==> src/rtl/pcpi_approx_mul_pkg.sv <==
// rtl/pcpi_approx_mul_pkg.sv - decode constants, FSM encoding and iteration-count helper
package pcpi_defs;

   localparam logic [6:0] OPC_CUSTOM0 = 7'b0001011;
   localparam logic [6:0] F7_APPROX   = 7'b0000001;
   localparam logic [2:0] F3_MULA     = 3'b000;
   localparam logic [2:0] F3_MULHUA   = 3'b011;

   typedef enum logic [1:0] {
      IDLE = 2'd0,
      CALC = 2'd1,
      DONE = 2'd2
   } state_t;

   // Shift-add iterations needed to retire the untruncated multiplier bits.
   function automatic int calc_iters(input int trunc_bits, input int step);
      return (32 - trunc_bits + step - 1) / step;
   endfunction

endpackage

==> src/rtl/pcpi_approx_mul_core.sv <==
// rtl/pcpi_approx_mul_core.sv - operand truncation plus iterative shift-add multiplier
module approx_mul_core
   import pcpi_defs::*;
#(
   parameter int TRUNC_BITS = 4,
   parameter int STEP       = 1
) (
   input  logic        clk,
   input  logic        reset,
   input  logic        start,
   input  logic [31:0] a,
   input  logic [31:0] b,
   output logic        busy,
   output logic        done,
   output logic [63:0] product
);

   localparam int          N      = calc_iters(TRUNC_BITS, STEP);
   localparam logic [5:0]  N_INIT = 6'(N);
   localparam logic [31:0] MASK   = 32'hFFFF_FFFF << TRUNC_BITS;

   logic [63:0] acc;
   logic [63:0] mcand;
   logic [31:0] mplr;
   logic [5:0]  cnt;
   logic [63:0] sum;

   // product carries this cycle's partial products, so it is final while done is high.
   always_comb begin
      sum = acc;
      for (int k = 0; k < STEP; k++) begin
         if (mplr[k])
            sum = sum + (mcand << k);
      end
   end

   assign done    = busy && (cnt == 6'd1);
   assign product = sum;

   always_ff @(posedge clk) begin
      if (reset) begin
         acc   <= '0;
         mcand <= '0;
         mplr  <= '0;
         cnt   <= '0;
         busy  <= 1'b0;
      end else if (start) begin
         acc   <= '0;
         mcand <= {32'd0, a & MASK} << TRUNC_BITS;
         mplr  <= (b & MASK) >> TRUNC_BITS;
         cnt   <= N_INIT;
         busy  <= 1'b1;
      end else if (busy) begin
         acc   <= sum;
         mcand <= mcand << STEP;
         mplr  <= mplr >> STEP;
         cnt   <= cnt - 6'd1;
         if (cnt == 6'd1)
            busy <= 1'b0;
      end
   end

endmodule

==> src/rtl/pcpi_approx_mul.sv <==
// rtl/pcpi_approx_mul.sv - PCPI decode, FSM and handshake around the approximate multiplier
module pcpi_approx_mul
   import pcpi_defs::*;
#(
   parameter int TRUNC_BITS = 4,
   parameter int STEP       = 1
) (
   input  logic        clk,
   input  logic        reset,
   input  logic        pcpi_valid,
   input  logic [31:0] pcpi_insn,
   input  logic [31:0] pcpi_rs1,
   input  logic [31:0] pcpi_rs2,
   output logic        pcpi_wr,
   output logic [31:0] pcpi_rd,
   output logic        pcpi_wait,
   output logic        pcpi_ready
);

   state_t      state;
   logic        sel_hi;
   logic        match;
   logic        accept;
   logic        core_busy;
   logic        core_done;
   logic [63:0] core_product;
   logic [2:0]  funct3;
   logic        unused_fields;

   assign funct3        = pcpi_insn[14:12];
   assign unused_fields = &{1'b0, pcpi_insn[24:15], pcpi_insn[11:7]};

   assign match = (pcpi_insn[6:0] == OPC_CUSTOM0) &&
                  (pcpi_insn[31:25] == F7_APPROX) &&
                  ((funct3 == F3_MULA) || (funct3 == F3_MULHUA));

   assign accept = (state == IDLE) && pcpi_valid && match && !pcpi_ready;

   approx_mul_core #(
      .TRUNC_BITS(TRUNC_BITS),
      .STEP      (STEP)
   ) u_core (
      .clk    (clk),
      .reset  (reset),
      .start  (accept),
      .a      (pcpi_rs1),
      .b      (pcpi_rs2),
      .busy   (core_busy),
      .done   (core_done),
      .product(core_product)
   );

   always_ff @(posedge clk) begin
      if (reset) begin
         state      <= IDLE;
         sel_hi     <= 1'b0;
         pcpi_wr    <= 1'b0;
         pcpi_rd    <= '0;
         pcpi_wait  <= 1'b0;
         pcpi_ready <= 1'b0;
      end else begin
         case (state)
            IDLE: begin
               pcpi_wr    <= 1'b0;
               pcpi_rd    <= '0;
               pcpi_ready <= 1'b0;
               if (accept) begin
                  sel_hi    <= (funct3 == F3_MULHUA);
                  pcpi_wait <= 1'b1;
                  state     <= CALC;
               end
            end
            CALC: begin
               // A dropped request abandons the multiply; the core is simply restarted later.
               if (!pcpi_valid || !core_busy) begin
                  pcpi_wait <= 1'b0;
                  state     <= IDLE;
               end else if (core_done) begin
                  pcpi_wait  <= 1'b0;
                  pcpi_ready <= 1'b1;
                  pcpi_wr    <= 1'b1;
                  pcpi_rd    <= sel_hi ? core_product[63:32] : core_product[31:0];
                  state      <= DONE;
               end
            end
            DONE: begin
               pcpi_ready <= 1'b0;
               pcpi_wr    <= 1'b0;
               pcpi_rd    <= '0;
               state      <= IDLE;
            end
            default: begin
               pcpi_wait  <= 1'b0;
               pcpi_ready <= 1'b0;
               pcpi_wr    <= 1'b0;
               pcpi_rd    <= '0;
               state      <= IDLE;
            end
         endcase
      end
   end

endmodule

==> config.mk <==
export PLATFORM = sky130hd
export DESIGN_NAME = pcpi_approx_mul
export DESIGN_NICKNAME = d
export VERILOG_FILES = /design/src/rtl/pcpi_approx_mul_pkg.sv /design/src/rtl/pcpi_approx_mul_core.sv /design/src/rtl/pcpi_approx_mul.sv
export SDC_FILE = /design/constraint.sdc
export NUM_CORES = 1
export LEC_CHECK = 0
export CELL_PAD_IN_SITES_DETAIL_PLACEMENT = 1
export CELL_PAD_IN_SITES_GLOBAL_PLACEMENT = 1
export CORE_MARGIN = 4
export CORE_UTILIZATION = 43
export DETAILED_ROUTE_END_ITERATION = 8
export PLACE_DENSITY = 0.89
export SLEW_MARGIN = 10
export SYNTH_ARGS = -nofsm -noshare
export SYNTH_HDL_FRONTEND = slang
export SYNTH_SLANG_ARGS = --single-unit
==> constraint.sdc <==
create_clock -name clk -period 3.9 [get_ports clk]
set_clock_uncertainty 0.2 [all_clocks]
set_input_delay 0.585 -clock clk [delete_from_list [all_inputs] [get_ports clk]]
set_output_delay 0.585 -clock clk [all_outputs]
set_load 0.02 [all_outputs]
==> impl_summary.txt, run 1 <==
----------------------------------------------------
[Synth]
  Share of the yosys chip area belonging to registers ... 32.98%
  Largest cells by area after synthesis ... sky130_fd_sc_hd__dfxtp_1 (33%), sky130_fd_sc_hd__mux2i_1 (9.9%), sky130_fd_sc_hd__ha_1 (6.4%)
  Post-synthesis instance area ... 11170 um2
  Syn Nets ... 1517
  Synth area leader ... sky130_fd_sc_hd__dfxtp_1
  Fraction of synthesized cell area taken by the top area cell type ... 32.98%
  Synthesis-stage register bit count ... between 150 and 200
  Mean instance size in the synthesized netlist ... 8.212 um2
  Proportion of synthesized flip-flops having asynchronous set or reset ... 0%
  Number of flops mapped to enable cells by yosys ... 0
  Leading post-synthesis cells by instance count ... sky130_fd_sc_hd__dfxtp_1 (184), sky130_fd_sc_hd__nor2_1 (168), sky130_fd_sc_hd__nand2_1 (154)
  Count of different cell masters after synthesis ... 82
  Predominant post-synthesis flop cell ... sky130_fd_sc_hd__dfxtp_1
  Number of cells produced by synthesis ... 1360
  Yosys warning count ... 0
  Count leader, synth ... sky130_fd_sc_hd__dfxtp_1

[CTS]
  CTS H-tree lvls ... 4
  Clock latency of the later-clocked register in the worst-skew pair ... 0.46 ns
  Clock-pin slew reported for the worst setup and hold paths after clock tree synthesis ... 0.08 ns
  CTS tree ... done
  Number of cells upsized or downsized after cts ... 0
  Post-CTS Setup Inserts ... 0
  Count of hold buffers inserted by post-cts repair ... 0
  Master cell of the clock root buffer ... sky130_fd_sc_hd__clkbuf_16
  Number of clock sinks ... 184
  CTS buffer count ... 17
  Max Root-Sink Buffers ... 2

[Finish]
  Total non-filler cell area in the finished layout ... 13130 um2
  Nets@finish ... 1574
  Fill cells ... 3044
  Share of post-route cells with drive strength above 1 ... 6.014%
  Post-synthesis to final-layout area growth ... 17.58%

[GRT]
  Vias in the first global route ... 11.15k
  Aggregate global routing overflow ... 0
  Met3 usage in global routing ... under 10%
  Met1 global-route usage ... ~32%
  First-pass GRT wire length ... 59240 um
  Met2 Use GR ... 42.58%
  Global routing usage summed across all routing layers ... 25.63%
  Initial antenna violation count ... 1
  Busiest grt layer ... met2
  Maximum number of pins on one net before global-route repair ... 80

[Min path]
  HP Class ... reg2reg

[Drt]
  DRC violation count after routing ... 0
  Drt first pass iters ... 5
  Detail-routed via count per cell ... 6.041
  Total detailed-routing wirelength ... 37170 um
  Wire length per cell after detailed routing ... 21.11 um
  Overall via count from detail_route ... around 11k
  Initial detailed-routing violation count ... 685
  Antenna-violating nets left ... 0

[Worst setup path]
  Data arrival time of the critical path ... between 3 and 4 ns
  Largest stage delay on the critical path ... 0.43 ns
  Crit-path max FO ... 5
  Worst Path Required ... 4.05 ns
  Critical-path cell list ... ha_1 -> inv_1 -> fa_1 -> and2b_1 -> o2111ai_1 -> a21o_1 -> a21oi_4 -> o211ai_1 -> a31oi_2 -> a31oi_1 -> nor2_1 -> mux2i_1 -> a311o_1
  Worst Setup End Kind ... register
  Type of the worst setup path ... reg2reg
  Critical path launch point type ... register
  Slowest stage cell on the critical path ... sky130_fd_sc_hd__dfxtp_1

[STA]
  Final hold violations ... 0
  Relative max-transition margin ... a little under a third
  Max-slew violations ... 0
  Count of final setup violators ... 0
  Final period demand of the worst path ... 3.814 ns
  RSZ-0062 raised after global routing ... false
  Final cycle utilization of the critical path ... slightly below 100%
  Tightest hold margin ... ~0.24 ns
  Pin slew with the least headroom to its limit ... between 1 and 1.5 ns
  TNS Setup ... 0 ns
  Highest Clock Rate ... 262.2 MHz

[Run]
  MaxCap Viol Count ... 0

[Floorplan]
  # IOs ... 134
  Die Area ... 28620 um2
  Std-Cell Core Area ... 25400 um2
  Die width ... 169.2 um
  Effective utilization at floorplan ... 43.97%
  Die Span Y ... 169.2 um
  Floorplan row count ... 58

[Power]
  Leakage power of the design ... 4.610 nW
  Worst ir drop on vdd ... 0.2490 mV
  Pwr Density ... between 200 and 300 nW/um2
  Total power ... 3.842 mW

[Placement]
  Total half-perimeter wirelength after legalization and detailed placement ... 27110 um
  Routability-driven placement congestion ratio ... 0.9297
  Port Buffers ... 110
  Placed cell area ... 12480 um2

[Run status]
  Status ... completed

----------------------------------------------------
-- cell families after synthesis --
logic type / count (synthesis) / synth area share, %
compound gates: 383 / 22.74
xor+xnor: 59 / 4.627
fa+ha+maj: 58 / 6.565
buf+inv: 117 / 4.257
flops: 184 / 32.98
mux: 120 / 11.49
simple gates: 439 / 17.33
-- sequential cells by signal, summed over array words and instances (netlist names) --
register	flops
u_core.mplr	28
pcpi_wait	1
u_core.busy	1
u_core.acc	56
u_core.mcand	56
pcpi_rd	32
pcpi_ready	1
state	2
sel_hi	1
u_core.cnt	6
-- layout by cell type (no fill, tap or decap), drive strengths merged, types with 5 or more instances in the layout --
cell type / synthesis / final
a211oi: 78 / 78
a21o: 20 / 20
o21ai: 65 / 65
nor2: 168 / 168
nor2b: 14 / 14
a21oi: 121 / 121
clkinv: 0 / 9
nor3: 19 / 19
o221ai: 6 / 6
o211ai: 10 / 10
or3: 5 / 5
ha: 57 / 57
and2: 7 / 7
nand2: 154 / 154
xnor2: 44 / 44
dfxtp: 184 / 184
o21bai: 12 / 12
xor2: 15 / 15
mux2i: 111 / 111
inv: 25 / 31
clkbuf: 70 / 17
a31oi: 18 / 18
and3: 8 / 8
a21boi: 6 / 6
mux4: 6 / 6
nand3: 21 / 21
nand4: 15 / 15
buf: 22 / 21
o21a: 10 / 10
nand2b: 7 / 7
clkdlybuf4s50: 0 / 109
-- worst max-delay path, delay by kind of cell, from the launching register on --
| kind | cells | cell delay, ns |
|---|---|---|
| compound gates | 7 | 1.84 |
| fa+ha+maj | 2 | 0.63 |
| simple gates | 2 | 0.44 |
| flops | 1 | 0.43 |
| mux | 1 | 0.09 |
| buf+inv | 1 | 0.07 |
-- metal layers --
layer / up-vias / part of all wire [%] / wire length [um]
li1: 5001 / - / -
met1: 5225 / 43 / 15940
met2: 324 / 47 / 17460
met3: 88 / 5.9 / 2196
met4: 0 / 4.2 / 1578
met5: - / 0 / 0
-- power by group --
part	internal [mW]	total [mW]	switching (mW)	leakage (nW)
Combinational	0.0717	0.115	0.0429	2.82
Clock	0.892	1.85	0.960	0.306
Sequential	1.88	1.88	0.0000160	1.48
-- stage by stage --
step / util (%) / cells / setup slack, ns
4_1_cts: 51.65 / 1760 / 0.1626
5_1_grt: 51.69 / 1760 / 0.0003246
3_5_place_dp: 49.13 / 1728 / 0.2606
2_1_floorplan: - / 1360 / 0.7271
6_report: 51.70 / 1761 / 0.08587
3_3_place_gp: 49.13 / 1728 / 0.3318
-- final timing paths --
kind	start	endpoint	slack, ns	cells past startpoint
setup / recovery	u_core.mcand[8]	u_core.acc[62]	0.09	13
hold / removal	pcpi_rd[25]	pcpi_rd[25]	0.24	2
setup reg to reg	u_core.mcand[8]	u_core.acc[62]	0.09	13
hold reg to reg	pcpi_rd[25]	pcpi_rd[25]	0.24	2
-- cell type report --
cell class / count / area [um2] / area share (%)
Tap cell: 330 / 412.9 / 3.144
Antenna cell: 1 / 2.502 / 0.01906
Timing Repair Buffer: 130 / 1271 / 9.681
Sequential cell: 184 / 3689 / 28.09
Clock buffer: 17 / 425.4 / 3.240
Clock inverter: 15 / 214.0 / 1.629
Inverter: 25 / 93.84 / 0.7146
Multi-Input combinational cell: 1059 / 7023 / 53.48
No activity file was read; power rests on OpenSTA's default activity.
==> run 2: changes to the inputs <==
--- a/config.mk
+++ b/config.mk
@@ -8,9 +8,9 @@
 export CELL_PAD_IN_SITES_DETAIL_PLACEMENT = 1
 export CELL_PAD_IN_SITES_GLOBAL_PLACEMENT = 1
 export CORE_MARGIN = 4
-export CORE_UTILIZATION = 43
+export CORE_UTILIZATION = 33
 export DETAILED_ROUTE_END_ITERATION = 8
-export PLACE_DENSITY = 0.89
+export PLACE_DENSITY = 0.72
 export SLEW_MARGIN = 10
 export SYNTH_ARGS = -nofsm -noshare
 export SYNTH_HDL_FRONTEND = slang
==> run 2 against run 1 <==
Against the previous run: combinational power is essentially flat; critical path type unchanged; via count down 2.9%; sequential power hardly changed; count of clock-buffer cells in the layout rose by 4; fmax grew 3.8%; largest power group unchanged; die area is 29% higher; hold slack improved by 0.0030 ns; cell count rose by 6.7%.
==> impl_summary.txt, run 2 (synthesis results as in run 1) <==
----------------------------------------------------
[Run status]
  Status ... completed

[STA]
  Count of final setup violators ... 0 (unchanged)
  Max-slew violations ... 0 (unchanged)
  Pin slew with the least headroom to its limit ... 0.8152 ns (-0.2315 ns)
  Final period demand of the worst path ... 3.676 ns (-0.1386 ns)
  Final cycle utilization of the critical path ... 94.24% (-3.6 points)
  Relative max-transition margin ... 45.65% (+16 points)
  Final hold violations ... 0 (unchanged)
  RSZ-0062 raised after global routing ... false
  Highest Clock Rate ... 272.1 MHz (+3.8%)
  TNS Setup ... 0 ns (unchanged)

[GRT]
  Met1 global-route usage ... 27.28% (-4.8 points)
  Initial antenna violation count ... 0 (-1)
  First-pass GRT wire length ... 59610 um (+0.63%)
  Met3 usage in global routing ... 3.199% (-2.0 points)
  Aggregate global routing overflow ... 0 (unchanged)
  Busiest grt layer ... met2
  Maximum number of pins on one net before global-route repair ... 119 (+49%)
  Met2 Use GR ... 34.33% (-8.3 points)
  Vias in the first global route ... 10.55k (-5.4%)
  Global routing usage summed across all routing layers ... 20.43% (-5.2 points)

[Power]
  Combinational Power Share ... 3.0% (about the same)
  Internal ... 2.895 mW (+2.0%)
  Switching share of total power ... 22.90% (-3.2 points)
  Pwr Density ... 284.1 nW/um2 (-2.9%)
  Part of the power in the clock network ... 47.0% (-1.2 points)
  NetSw ... 859.8 uW (-14%)
  Worst ir drop on vdd ... 0.2795 mV (+12%)
  Reg power frac ... 50.0% (+1.2 points)
  Leakage power of the design ... 4.565 nW (-0.98%)
  Total power ... 3.755 mW (-2.3%)

[Run]
  MaxCap Viol Count ... 0 (unchanged)

[CTS]
  CTS H-tree lvls ... 4 (unchanged)
  Number of cells upsized or downsized after cts ... 0 (unchanged)
  CTS buffer count ... 17 (unchanged)
  Master cell of the clock root buffer ... sky130_fd_sc_hd__clkbuf_16
  Count of hold buffers inserted by post-cts repair ... 0 (unchanged)
  Number of clock sinks ... 184 (unchanged)
  Clock-pin slew reported for the worst setup and hold paths after clock tree synthesis ... 0.07 ns (about the same)
  Max Root-Sink Buffers ... 2 (unchanged)
  CTS tree ... done
  Clock latency of the later-clocked register in the worst-skew pair ... 0.45 ns (about the same)
  Post-CTS Setup Inserts ... 0 (unchanged)

[Floorplan]
  # IOs ... 134 (unchanged)
  Die Area ... 36850 um2 (+29%)
  Floorplan row count ... 67 (+16%)
  Std-Cell Core Area ... 33450 um2 (+32%)
  Die Span Y ... 192.0 um (+13%)
  Effective utilization at floorplan ... 33.39% (-11 points)
  Die width ... 192.0 um (+13%)

[Drt]
  Total detailed-routing wirelength ... 37340 um (+0.47%)
  Wire length per cell after detailed routing ... 19.87 um (-5.8%)
  Antenna-violating nets left ... 0 (unchanged)
  Drt first pass iters ... 5 (unchanged)
  Overall via count from detail_route ... 10.33k (-2.9%)
  Initial detailed-routing violation count ... 665 (-2.9%)
  DRC violation count after routing ... 0 (unchanged)
  Detail-routed via count per cell ... 5.499 (-9.0%)

[Worst setup path]
  Type of the worst setup path ... reg2reg
  Data arrival time of the critical path ... 3.83 ns (-0.13 ns)
  Worst Setup End Kind ... register
  Slowest stage cell on the critical path ... sky130_fd_sc_hd__o41ai_2
  Critical path launch point type ... register
  Worst Path Required ... 4.05 ns (about the same)
  CP dominant cell by count ... sky130_fd_sc_hd__o21ai_1
  Largest stage delay on the critical path ... 0.57 ns (+0.14 ns)
  Crit-path max FO ... 5 (unchanged)
  Critical-path cell list ... ha_1 -> inv_1 -> fa_1 -> and2b_1 -> o2111ai_1 -> a21o_1 -> nand2_1 -> a31oi_2 -> o21ai_1 -> o21ai_1 -> o41ai_2 -> xnor2_1 -> o32ai_1
  Setup slack of the worst register-to-register path ... 0.22 ns (+0.14 ns)

[Finish]
  Antenna diode count ... 0 (-1)
  Share of post-route cells with drive strength above 1 ... 6.219% (+0.21 points)
  Nets@finish ... 1577 (+0.19%)
  Most frequent standard cell in the layout excluding fill and tap cells ... sky130_fd_sc_hd__dfxtp_1
  Top library cells by usage in the layout, fill and taps aside ... sky130_fd_sc_hd__dfxtp_1 (182), sky130_fd_sc_hd__nor2_1 (167), sky130_fd_sc_hd__nand2_1 (154), sky130_fd_sc_hd__a21oi_1 (118), sky130_fd_sc_hd__mux2i_1 (111)
  Post-synthesis to final-layout area growth ... 18.35%
  Fill cells ... 3906 (+28%)
  Total non-filler cell area in the finished layout ... 13220 um2 (+0.66%)
  Share of the core filled with cells in the final layout ... 39.52% (-12 points)
  Biggest regs ... u_core.acc (56), u_core.mcand (56), pcpi_rd (32)

[Placement]
  Port Buffers ... 110 (unchanged)
  Total half-perimeter wirelength after legalization and detailed placement ... 28550 um (+5.3%)
  Placed cell area ... 12640 um2 (+1.3%)
  Routability-driven placement congestion ratio ... 0.9162 (-1.5%)

[Min path]
  HP Class ... reg2reg

----------------------------------------------------
-- run 2: changes by cell type in the layout (fill, tap and decap cells not counted), sizes merged --
cell and change:
clkinvlp +3, clkbuf +4, clkinv -6, bufinv +1
buf +3, inv -4, diode -1
-- run 2: area by class of cell --
cell class              instances  area, um2  share of cell area, %
clock buffers                  21      480.5                  3.635
well taps                     448      560.5                  4.241
multi-input cells            1059       7020                  53.11
clock inverters                 9      92.59                 0.7005
inverters                      25      93.84                 0.7100
repair buffers                133       1281                  9.693
flip-flops and latches        184       3689                  27.91
-- run 2: path summary, 6_finish.rpt --
kind | start | end | cells after the start
worst max-delay path | u_core.acc[8] | pcpi_rd[28] | 13
worst min-delay path | pcpi_rd[17] | pcpi_rd[17] | 2
worst max register to register | u_core.acc[8] | pcpi_rd[28] | 13
worst min register to register | pcpi_rd[17] | pcpi_rd[17] | 2
-- run 2: stage by stage --
step | setup slack, ns | std cells | hold slack, ns
after floorplan | 0.7271 | 1360 | 0.2454
after detailed placement | 0.2570 | 1849 | 0.2364
after CTS | 0.2155 | 1879 | 0.2460
after global routing | 0.07734 | 1879 | 0.2612
final | 0.2244 | 1879 | 0.2425
after global placement | 0.2903 | 1849 | 0.2240
-- run 2: critical path: cells and delay by family, from the launching register on --
family	cells	cell delay [ns]
buf+inv	1	0.06
fa+ha+maj	2	0.60
xor+xnor	1	0.14
compound gates	7	1.87
flops	1	0.37
simple gates	2	0.33
-- run 2: routing by layer --
metal	share of wire (%)	wire length, um
met2	47	17610
met1	47	17390
met5	0	0
met3	4.3	1611
met4	1.9	726
-- run 2: power by group through the flow --
stage	logic (mW)	registers (mW)	clock network [mW]
detailed placement	0.114	1.92	0
global placement	0.113	1.92	0
global route	0.122	1.88	1.87
floorplan	0.0262	1.92	0
finish	0.114	1.88	1.76
CTS	0.115	1.88	1.80
